### config.mk
export PLATFORM = sky130hd
export DESIGN_NAME = gray_codec_pipe_flat
export DESIGN_NICKNAME = d
export VERILOG_FILES = /design/src/rtl/gray_codec_pipe_if.sv /design/src/rtl/gray_codec_pipe.sv /design/src/flat_wrapper.sv
export SDC_FILE = /design/constraint.sdc
export NUM_CORES = 1
export LEC_CHECK = 0
export CELL_PAD_IN_SITES_DETAIL_PLACEMENT = 1
export CELL_PAD_IN_SITES_GLOBAL_PLACEMENT = 2
export CORE_MARGIN = 5
export CORE_UTILIZATION = 30
export CTS_CLUSTER_DIAMETER = 80
export CTS_CLUSTER_SIZE = 8
export DETAILED_ROUTE_END_ITERATION = 6
export PLACE_DENSITY = 0.85
export SLEW_MARGIN = 15
export SYNTH_ARGS = -nofsm -noshare
export SYNTH_HDL_FRONTEND = slang
export SYNTH_SLANG_ARGS = --single-unit
### constraint.sdc
create_clock -name clk -period 4.2 [get_ports clk]
set_input_delay 0.63 -clock clk [delete_from_list [all_inputs] [get_ports clk]]
set_output_delay 0.63 -clock clk [all_outputs]
set_load 0.05 [all_outputs]
### src/rtl/gray_codec_pipe_if.sv
// Valid/ready stream bundle for gray_codec_pipe: input word channel, converted
// word channel and the step-error counter.
interface gray_codec_pipe_if #(
   parameter int unsigned WIDTH     = 4,
   parameter int unsigned ERR_CNT_W = 8
);
   logic                 in_valid;
   logic                 in_ready;
   logic                 in_mode;
   logic [WIDTH-1:0]     in_data;
   logic                 out_valid;
   logic                 out_ready;
   logic                 out_mode;
   logic [WIDTH-1:0]     out_data;
   logic                 out_step_err;
   logic [ERR_CNT_W-1:0] err_count;

   modport master (
      output in_valid, in_mode, in_data, out_ready,
      input  in_ready, out_valid, out_mode, out_data, out_step_err, err_count
   );

   modport slave (
      input  in_valid, in_mode, in_data, out_ready,
      output in_ready, out_valid, out_mode, out_data, out_step_err, err_count
   );
endinterface

### src/rtl/gray_codec_pipe.sv
// Registered bidirectional binary/Gray converter with a one-stage valid/ready
// output register and a saturating counter of illegal Gray input steps.
module gray_codec_pipe #(
   parameter int unsigned WIDTH     = 4,
   parameter int unsigned ERR_CNT_W = 8
) (
   input logic             clk,
   input logic             rst_n,
   gray_codec_pipe_if.slave bus
);
   localparam logic [ERR_CNT_W-1:0] ErrMax = '1;

   logic                 out_valid_q, out_valid_d;
   logic                 out_mode_q, out_mode_d;
   logic                 out_err_q, out_err_d;
   logic [WIDTH-1:0]     out_data_q, out_data_d;
   logic [WIDTH-1:0]     hist_q, hist_d;
   logic                 hist_vld_q, hist_vld_d;
   logic [ERR_CNT_W-1:0] err_cnt_q, err_cnt_d;

   logic                 accept;
   logic                 step_err;
   logic [WIDTH-1:0]     gray;
   logic [WIDTH-1:0]     bin;

   assign bus.in_ready = !out_valid_q || bus.out_ready;
   assign accept       = bus.in_valid && bus.in_ready;

   always_comb begin
      gray = bus.in_data ^ (bus.in_data >> 1);
   end

   // Each binary bit is the XOR of all Gray bits at or above it.
   always_comb begin
      bin = '0;
      for (int i = 0; i < int'(WIDTH); i++) begin
         bin[i] = ^(bus.in_data >> i);
      end
   end

   // Distance 0 (repeated code) is illegal as well as distance > 1.
   assign step_err = bus.in_mode && hist_vld_q && ($countones(bus.in_data ^ hist_q) != 1);

   always_comb begin
      out_valid_d = out_valid_q;
      out_mode_d  = out_mode_q;
      out_err_d   = out_err_q;
      out_data_d  = out_data_q;
      hist_d      = hist_q;
      hist_vld_d  = hist_vld_q;
      err_cnt_d   = err_cnt_q;
      if (accept) begin
         out_valid_d = 1'b1;
         out_mode_d  = bus.in_mode;
         out_data_d  = bus.in_mode ? bin : gray;
         out_err_d   = step_err;
         if (bus.in_mode) begin
            hist_d     = bus.in_data;
            hist_vld_d = 1'b1;
         end
         if (step_err && (err_cnt_q != ErrMax)) begin
            err_cnt_d = err_cnt_q + ERR_CNT_W'(1);
         end
      end else if (out_valid_q && bus.out_ready) begin
         out_valid_d = 1'b0;
      end
   end

   always_ff @(posedge clk) begin
      if (!rst_n) begin
         out_valid_q <= 1'b0;
         out_mode_q  <= 1'b0;
         out_err_q   <= 1'b0;
         out_data_q  <= '0;
         hist_q      <= '0;
         hist_vld_q  <= 1'b0;
         err_cnt_q   <= '0;
      end else begin
         out_valid_q <= out_valid_d;
         out_mode_q  <= out_mode_d;
         out_err_q   <= out_err_d;
         out_data_q  <= out_data_d;
         hist_q      <= hist_d;
         hist_vld_q  <= hist_vld_d;
         err_cnt_q   <= err_cnt_d;
      end
   end

   assign bus.out_valid    = out_valid_q;
   assign bus.out_mode     = out_mode_q;
   assign bus.out_data     = out_data_q;
   assign bus.out_step_err = out_err_q;
   assign bus.err_count    = err_cnt_q;
endmodule

### src/flat_wrapper.sv
// flat-port wrapper written by rule: the top's interface ports become plain ports
module gray_codec_pipe_flat 
#(
   parameter int unsigned WIDTH     = 4,
   parameter int unsigned ERR_CNT_W = 8
)
  (clk, rst_n, bus_in_valid, bus_in_mode, bus_in_data, bus_out_ready, bus_in_ready, bus_out_valid, bus_out_mode, bus_out_data, bus_out_step_err, bus_err_count);
  gray_codec_pipe_if #(.WIDTH(WIDTH), .ERR_CNT_W(ERR_CNT_W)) bus_i ();
  input logic clk;
  input logic rst_n;
  input wire logic [$bits(bus_i.in_valid)-1:0] bus_in_valid;
  input wire logic [$bits(bus_i.in_mode)-1:0] bus_in_mode;
  input wire logic [$bits(bus_i.in_data)-1:0] bus_in_data;
  input wire logic [$bits(bus_i.out_ready)-1:0] bus_out_ready;
  output wire logic [$bits(bus_i.in_ready)-1:0] bus_in_ready;
  output wire logic [$bits(bus_i.out_valid)-1:0] bus_out_valid;
  output wire logic [$bits(bus_i.out_mode)-1:0] bus_out_mode;
  output wire logic [$bits(bus_i.out_data)-1:0] bus_out_data;
  output wire logic [$bits(bus_i.out_step_err)-1:0] bus_out_step_err;
  output wire logic [$bits(bus_i.err_count)-1:0] bus_err_count;
  assign bus_i.in_valid = bus_in_valid;
  assign bus_i.in_mode = bus_in_mode;
  assign bus_i.in_data = bus_in_data;
  assign bus_i.out_ready = bus_out_ready;
  assign bus_in_ready = bus_i.in_ready;
  assign bus_out_valid = bus_i.out_valid;
  assign bus_out_mode = bus_i.out_mode;
  assign bus_out_data = bus_i.out_data;
  assign bus_out_step_err = bus_i.out_step_err;
  assign bus_err_count = bus_i.err_count;
  gray_codec_pipe #(.WIDTH(WIDTH), .ERR_CNT_W(ERR_CNT_W)) u_core (.clk(clk), .rst_n(rst_n), .bus(bus_i));
endmodule
==> impl_results.md, run 1 <==
- FF+latch count, synth: 20
- Setup TNS after final layout: 0 ns
- Post-synthesis instance area: 986 µm²
- Largest delay contributor family on the critical path: adder cells
- Cell with the largest stage delay on the worst path: sky130_fd_sc_hd__clkdlybuf4s50_1
- Ant diodes: 0
- Initial antenna violation count: 0
- GR Overflow Total: 0
- Relative contribution of sequential cells to total power: 53.0%
- Routability Congestion: 0.739
- Min Clock Period, post-route: 3.14 ns
- Clock Tree Root: sky130_fd_sc_hd__clkbuf_4
- Clock insertion delay at the later pin of the skew report: 0.30 ns
- Kind of capture point of the worst setup path: register
- Number of max-cap violations: 0
- Arrival time of data at the critical path endpoint: 3.36 ns
- Min-Delay Path Class: register to register
- Setup violations, final: 0
- Cell Chain, Critical Path: clkdlybuf4s50_1 -> xor2_1 -> ha_1 -> ha_1 -> fa_1 -> or3b_2 -> nand4_4 -> or4_1 -> a21oi_1
- Total routing usage reported by global routing: 11.0%
- HPWL Detailed: 1.83 mm
- Share of post-route cells with drive strength above 1: 5.30%
- Routed wire length per instance: 13.2 µm
- Fraction of the cycle the final worst path needs: 74.7%
- Number of vias in the routed layout: 872
- XOR/XNOR Fraction of Synth Area: 7.99%
- Starting density of the core: 31.8%
- Number of global-route vias before repair: 872
- Fin nets: 148
- Result of the run: complete, no violations
- Syn_nets: 123
- Arithmetic-cell share of the synthesized area counting full adders, half adders and majority gates: 7.11%
- Final count of hold timing violations: 0
- Core Footprint: 0.00310 mm²
- Pwr dens: 297 mW/mm²
- TritonCTS buffer count: 3
- Largest net degree at the start of global routing: 20
- Synth Warn #: 0
- DR vias/cell: 4.95
- Reg2Reg Capture Point: u_core.bus.err_count[4]$_SDFFE_PN0P_
- RSZ-0062 raised after global routing: false
- Die footprint: 0.00453 mm²
- Hold EP: u_core.bus.out_data[1]$_SDFFE_PN0P_
- Largest family of logic cells by synthesized area: simple AND/OR/NAND/NOR gates
- Max Fclk: 319 MHz
- Cell types with the largest area share after synthesis: sky130_fd_sc_hd__dfxtp_1 41%, sky130_fd_sc_hd__a21oi_1 6.1%, sky130_fd_sc_hd__xor2_1 5.3%, sky130_fd_sc_hd__ha_1 5.1%, sky130_fd_sc_hd__mux2i_1 5.1%
- Count of buffering cells on the critical path with inverters included: 1
- Switching part of the total: 30.0%
- Simple-gate share of the synthesized area: 21.7%
- Critical path data required time: 4.42 ns
- # Post-CTS Setup Buffers: 0
- Sequential element share of the synthesized area: 40.6%
- Maximum fanout encountered on the critical timing path: 16
- 1st-pass router iterations: 4
- Cell count after synthesis: 109
- Synth Area per Inst: 9.05 µm²
- Max-slew headroom: 64.4%
- First-pass GRT wire length: 3.88 mm
- Worst Max-Slew Pin Slew: 0.531 ns
- Share of Yosys cell area claimed by the top area cell type: 40.6%
- Critical Path Max Stage Delay: 0.57 ns
- I/O pin cnt: 25
- Highest ir drop seen on vdd: 103 µV
- Quantity of I/O buffers inserted on ports: 24
- Multiplexer share of the synthesized area: 5.08%
- Area after DPL: 0.00126 mm²
- Cells on Worst Hold Path: 2
- Worst setup path class: input port to register
- Bufs on Longest Clock Path: 2
- LEAKAGE: 0.454 nW
- R2R Setup Slk: 1.60 ns
- # clock sinks: 20
- Area grow syn2layout: 30.1%
- Worst reg2reg path depth: 8
- Total Wirelength: 2.32 mm
- Most area-hungry cell type in the Yosys netlist: sky130_fd_sc_hd__dfxtp_1
- Complex-gate fraction of the synthesized area: 14.2%
- Site row count: 20
- Net Sw Power: 114 µW
- CTS hold repair buffers: 0
- Post-route clock skew: 0.00254 ns
- Startpoint type of the worst setup path: input port
- Clock-pin slew reported for the worst setup and hold paths after clock tree synthesis: 0.11 ns
- Clock tree from TritonCTS: built
- Part of the total power dissipated in the clock network: 24.2%
- Count of distinct cell types in the synthesized netlist: 31
- # H-tree levels: 1
- Max-slew violation count: 0
- R2R Path Start: u_core.hist_q[2]$_SDFFE_PN0P_
- Residual antenna-violating net count after detailed routing: 0
- Vert. Die Dim: 67.3 µm
- Iteration-0 DRC count of the detailed router: 37
- Startpoint of the tightest hold check path: u_core.bus.out_data[1]$_SDFFE_PN0P_
- DRC violation count after routing: 0
- Internal cell power: 266 µW
- Die outline width: 67.3 µm
- Proportion of power drawn by combinational gates: 22.8%
- Post-CTS Resized: 0
- Final design area excluding fillers: 0.00128 mm²
- Worst path most repeated cell: sky130_fd_sc_hd__ha_1
-- power groups by stage --
stage	combinational (mW)	sequential (mW)	clock, mW
after floorplan	0.0414	0.223	0
after global placement	0.0862	0.206	0
after detailed placement	0.0886	0.206	0
after CTS	0.0888	0.202	0.0968
after global routing	0.0953	0.203	0.103
final	0.0867	0.202	0.0921
-- registers in the layout (all words and copies together), names as in the netlist --
| register | count |
|---|---|
| u_core.hist_vld_q | 1 |
| u_core.bus.out_valid | 1 |
| u_core.hist_q | 4 |
| u_core.bus.out_step_err | 1 |
| u_core.bus.out_data | 4 |
| u_core.bus.out_mode | 1 |
| u_core.bus.err_count | 8 |
-- synthesized netlist by cell type --
cell and instances:
sky130_fd_sc_hd__xnor2_1 3, sky130_fd_sc_hd__nand4_1 2, sky130_fd_sc_hd__o211ai_1 1, sky130_fd_sc_hd__buf_2 2
sky130_fd_sc_hd__xor2_1 6, sky130_fd_sc_hd__and3_1 1, sky130_fd_sc_hd__inv_1 2, sky130_fd_sc_hd__o31ai_1 2
sky130_fd_sc_hd__or3b_2 2, sky130_fd_sc_hd__nand3_1 4, sky130_fd_sc_hd__o311ai_0 1, sky130_fd_sc_hd__nand2_1 8
sky130_fd_sc_hd__buf_4 1, sky130_fd_sc_hd__and2_4 1, sky130_fd_sc_hd__clkinv_1 1, sky130_fd_sc_hd__nand4_4 1
sky130_fd_sc_hd__a21oi_1 12, sky130_fd_sc_hd__nor3_1 2, sky130_fd_sc_hd__o41ai_1 1, sky130_fd_sc_hd__mux2i_1 5
sky130_fd_sc_hd__nand2b_1 1, sky130_fd_sc_hd__nor2_1 9, sky130_fd_sc_hd__or4_1 1, sky130_fd_sc_hd__ha_1 4
sky130_fd_sc_hd__and4_1 1, sky130_fd_sc_hd__and2_1 1, sky130_fd_sc_hd__clkbuf_1 1, sky130_fd_sc_hd__or3_1 4
sky130_fd_sc_hd__dfxtp_1 20, sky130_fd_sc_hd__fa_1 1, sky130_fd_sc_hd__o21ai_0 8
-- worst register-to-register path, delay by kind of cell, from the launching register on --
| family | cells | cell delay [ns] |
|---|---|---|
| XOR/XNOR | 1 | 0.16 |
| flip-flops | 1 | 0.34 |
| AO/OA/AOI/OAI | 1 | 0.15 |
| AND/OR/NAND/NOR | 3 | 0.91 |
| adder cells (fa/ha/maj) | 3 | 0.98 |
-- per-layer routing --
metal	global-route usage (%)	routed length (µm)	vias up
li1	-	-	436
met1	13.8	1060	419
met2	18.9	1160	13
met3	2.00	70	4
met4	3.80	23	0
met5	0	0	-
-- cell families (layout without fill, tap and decap cells) --
group                      Yosys count  after routing
AOI/OAI and AO/OA                   25             25
xor gates and xnor gates             9              9
adders and majority gates            5              5
buffers and inverters                7             30
DFF                                 20             20
muxes                                5              5
and+or+nand+nor                     38             38
-- per-stage QoR --
stage	hold WS, ns	util, %	std cells	worst slack, ns	power [mW]
floorplan	0.480	-	109	1.46	0.264
global placement	0.440	40.6	173	0.805	0.292
detailed placement	0.457	40.6	173	0.729	0.295
CTS	0.473	41.3	176	1.04	0.387
global route	0.502	41.3	176	0.911	0.402
finish	0.465	41.3	176	1.06	0.380
-- worst max-delay path by stage --
stage | startpoint | to | slack [ns] | depth (start not counted)
2_1_floorplan | bus_in_data[2] | u_core.bus.err_count[7]$_SDFFE_PN0P_ | 1.46 | 9
3_3_place_gp | bus_in_data[2] | u_core.bus.err_count[4]$_SDFFE_PN0P_ | 0.81 | 9
3_5_place_dp | bus_in_data[2] | u_core.bus.err_count[4]$_SDFFE_PN0P_ | 0.73 | 9
4_1_cts | bus_in_data[2] | u_core.bus.err_count[4]$_SDFFE_PN0P_ | 1.04 | 9
5_1_grt | bus_in_data[3] | u_core.bus.err_count[4]$_SDFFE_PN0P_ | 0.91 | 9
6_report | bus_in_data[2] | u_core.bus.err_count[4]$_SDFFE_PN0P_ | 1.06 | 9
-- layout make-up --
cell class	count	area, µm²
timing repair buffer	24	240
clock buffer	3	22.5
fill	396	1820
inverter	3	11.3
tap	44	55.1
sequential	20	400
multi-input combinational	82	553
-- placed cells by master (no fill, tap or decap) --
cell,count
sky130_fd_sc_hd__clkbuf_4,3
sky130_fd_sc_hd__inv_1,2
sky130_fd_sc_hd__nor3_1,2
sky130_fd_sc_hd__or3_1,4
sky130_fd_sc_hd__o211ai_1,1
sky130_fd_sc_hd__ha_1,4
sky130_fd_sc_hd__nand2_1,8
sky130_fd_sc_hd__nand4_4,1
sky130_fd_sc_hd__nand4_1,2
sky130_fd_sc_hd__nand2b_1,1
sky130_fd_sc_hd__nor2_1,9
sky130_fd_sc_hd__a21oi_1,12
sky130_fd_sc_hd__o31ai_1,2
sky130_fd_sc_hd__or3b_2,2
sky130_fd_sc_hd__nand3_1,4
sky130_fd_sc_hd__o311ai_0,1
sky130_fd_sc_hd__fa_1,1
sky130_fd_sc_hd__clkdlybuf4s50_1,24
sky130_fd_sc_hd__clkinv_1,1
sky130_fd_sc_hd__dfxtp_1,20
sky130_fd_sc_hd__and2_4,1
sky130_fd_sc_hd__and2_1,1
sky130_fd_sc_hd__o41ai_1,1
sky130_fd_sc_hd__and3_1,1
sky130_fd_sc_hd__or4_1,1
sky130_fd_sc_hd__xor2_1,6
sky130_fd_sc_hd__o21ai_0,8
sky130_fd_sc_hd__mux2i_1,5
sky130_fd_sc_hd__and4_1,1
sky130_fd_sc_hd__xnor2_1,3
No activity file was read; power rests on OpenSTA's default activity.
==> inputs of run 2 (changes only) <==
--- a/config.mk
+++ b/config.mk
@@ -8,11 +8,11 @@
 export CELL_PAD_IN_SITES_DETAIL_PLACEMENT = 1
 export CELL_PAD_IN_SITES_GLOBAL_PLACEMENT = 2
 export CORE_MARGIN = 5
-export CORE_UTILIZATION = 30
+export CORE_UTILIZATION = 25
 export CTS_CLUSTER_DIAMETER = 80
 export CTS_CLUSTER_SIZE = 8
 export DETAILED_ROUTE_END_ITERATION = 6
-export PLACE_DENSITY = 0.85
+export PLACE_DENSITY = 0.76
 export SLEW_MARGIN = 15
 export SYNTH_ARGS = -nofsm -noshare
 export SYNTH_HDL_FRONTEND = slang
==> constraint.sdc (replaced) <==
create_clock -name clk -period 2.83 [get_ports clk]
set_input_delay 0.4245 -clock clk [delete_from_list [all_inputs] [get_ports clk]]
set_output_delay 0.4245 -clock clk [all_outputs]
set_load 0.05 [all_outputs]
==> run 2 against run 1 <==
  * Global-route usage shrank 0.37 points
  * Largest power group unchanged
  * Highest routed layer unchanged
  * Utilization down 3.9 points
  * Setup slack worse by 0.84 ns
==> impl_results.md, run 2 (synthesis results as in run 1) <==
- Result of the run: complete, no violations
- Highest-count cells in the layout ignoring fill and taps: 20 x sky130_fd_sc_hd__clkdlybuf4s50_1, 20 x sky130_fd_sc_hd__dfxtp_1, 12 x sky130_fd_sc_hd__a21oi_1, 9 x sky130_fd_sc_hd__nor2_1
- Die outline width: 72.8 µm
- Post-route clock skew: 0.000928 ns
- Highest ir drop seen on vdd: 262 µV
- DRC violation count after routing: 0
- Initial antenna violation count: 0
- Total routing usage reported by global routing: 10.7%
- Die footprint: 0.00530 mm²
- Area grow syn2layout: 42.3%
- Worst hold slack: 0.464 ns
- Site row count: 22
- Cell with the largest stage delay on the worst path: sky130_fd_sc_hd__or4_1
- Starting density of the core: 26.3%
- Post-Place Setup Slack: -0.322 ns
- Final design area excluding fillers: 0.00140 mm²
- Maximum fanout encountered on the critical timing path: 5
- Placed Cells incl. Taps: 185
- DR vias/cell: 4.82
- Worst Max-Slew Pin Slew: 0.504 ns
- # clock sinks: 20
- Final worst setup slack: 0.218 ns
- Max-slew violation count: 0
- 1st-pass router iterations: 2
- Part of the total power dissipated in the clock network: 28.1%
- # H-tree levels: 1
- Kind of capture point of the worst setup path: register
- Relative contribution of sequential cells to total power: 47.4%
- Area after DPL: 0.00133 mm²
- Bufs on Longest Clock Path: 2
- Residual antenna-violating net count after detailed routing: 0
- LEAKAGE: 0.528 nW
- Fill cell instance count of the final layout: 452
- Worst setup path class: input port to register
- Setup violations, final: 0
- Number of max-cap violations: 0
- Share of post-route cells with drive strength above 1: 12.1%
- Routed wire length per instance: 13.9 µm
- Largest delay contributor family on the critical path: adder cells
- Max-slew headroom: 66.3%
- Clock tree from TritonCTS: built
- Critical path data required time: 3.02 ns
- Setup TNS after final layout: 0 ns
- Core Footprint: 0.00374 mm²
- Vert. Die Dim: 72.8 µm
- Flip-flop count of the largest register after layout: 8
- Max Fclk: 383 MHz
- Fin nets: 157
- Clock Tree Root: sky130_fd_sc_hd__clkbuf_8
- Number of vias in the routed layout: 911
- Min Clock Period, post-route: 2.61 ns
- Count of non-filler cells in the finished layout: 189
- CTS hold repair buffers: 0
- Quantity of I/O buffers inserted on ports: 24
- Pwr dens: 451 mW/mm²
- Startpoint type of the worst setup path: input port
- Arrival time of data at the critical path endpoint: 2.80 ns
- HPWL Detailed: 1.99 mm
- Clock-pin slew reported for the worst setup and hold paths after clock tree synthesis: 0.07 ns
- Switching part of the total: 28.2%
- Ant diodes: 0
- Number of global-route vias before repair: 951
- GR Overflow Total: 0
- R2R Setup Slk: 0.30 ns
- Cell Chain, Critical Path: dlygate4sd2_1 -> xor2_1 -> ha_1 -> ha_2 -> fa_1 -> or3b_4 -> nand4_4 -> or4_1 -> a21oi_1
- Fraction of the cycle the final worst path needs: 92.3%
- Internal cell power: 454 µW
- Min-Delay Path Class: register to register
- Critical Path Max Stage Delay: 0.54 ns
- Final count of hold timing violations: 0
- RSZ-0062 raised after global routing: false
- TritonCTS buffer count: 3
- I/O pin cnt: 25
- Total Wirelength: 2.62 mm
- Routability Congestion: 0.751
- Clock insertion delay at the later pin of the skew report: 0.25 ns
- Count of buffering cells on the critical path with inverters included: 1
- Proportion of power drawn by combinational gates: 24.5%
- Largest net degree at the start of global routing: 20
- Iteration-0 DRC count of the detailed router: 11
- First-pass GRT wire length: 4.42 mm
- Net Sw Power: 179 µW
## run 2: per-layer routing
metal  up-vias  global-route usage [%]  wire length, µm
met5         -                       0                0
met2        11                    19.7             1390
li1        459                       -                -
met4         0                    2.46               17
met3         2                    2.89               66
met1       439                    12.0             1150
## run 2: metrics by stage
step,utilization (%),power (mW)
final,37.5,0.633
after global routing,37.5,0.668
after floorplan,-,0.392
after global placement,35.4,0.442
after detailed placement,35.4,0.447
after CTS,37.1,0.642
## run 2: power by group through the flow
stage	logic (mW)	registers (mW)	clock network, mW
after floorplan	0.0614	0.331	0
after global placement	0.137	0.305	0
after detailed placement	0.141	0.306	0
after CTS	0.155	0.300	0.186
after global routing	0.169	0.302	0.197
final	0.155	0.300	0.178
## run 2: repair_timing
action / in CTS / in global routing
pin swaps: 4 / 10
resized for setup: 3 / 5
gates cloned: 1 / 0
endpoints found under the hold margin: 0 / 0
setup buffers: 1 / 0
setup endpoints to repair: 6 / 8
## run 2: tightest hold or removal path: cells and delay by family (launching register included)
kind             cells  cell delay [ns]
flip-flops           1             0.31
AND/OR/NAND/NOR      1             0.05
AO/OA/AOI/OAI        1             0.05
## run 2: layout make-up
cell class / count / area [µm²] / area share [%]
clock buffers: 3 / 41.3 / 2.94
well taps: 48 / 60.1 / 4.28
multi-input cells: 83 / 579 / 41.3
inverters: 3 / 11.3 / 0.803
repair buffers: 32 / 310 / 22.1
flip-flops and latches: 20 / 400 / 28.5
## run 2: worst paths after layout
path,start,to,cells after the start
worst max-delay path,bus_in_data[1],u_core.bus.err_count[4]$_SDFFE_PN0P_,9
worst min-delay path,u_core.bus.out_data[3]$_SDFFE_PN0P_,u_core.bus.out_data[3]$_SDFFE_PN0P_,2
worst max register to register,u_core.hist_q[1]$_SDFFE_PN0P_,u_core.bus.err_count[4]$_SDFFE_PN0P_,8
worst min register to register,u_core.bus.out_data[3]$_SDFFE_PN0P_,u_core.bus.out_data[3]$_SDFFE_PN0P_,2
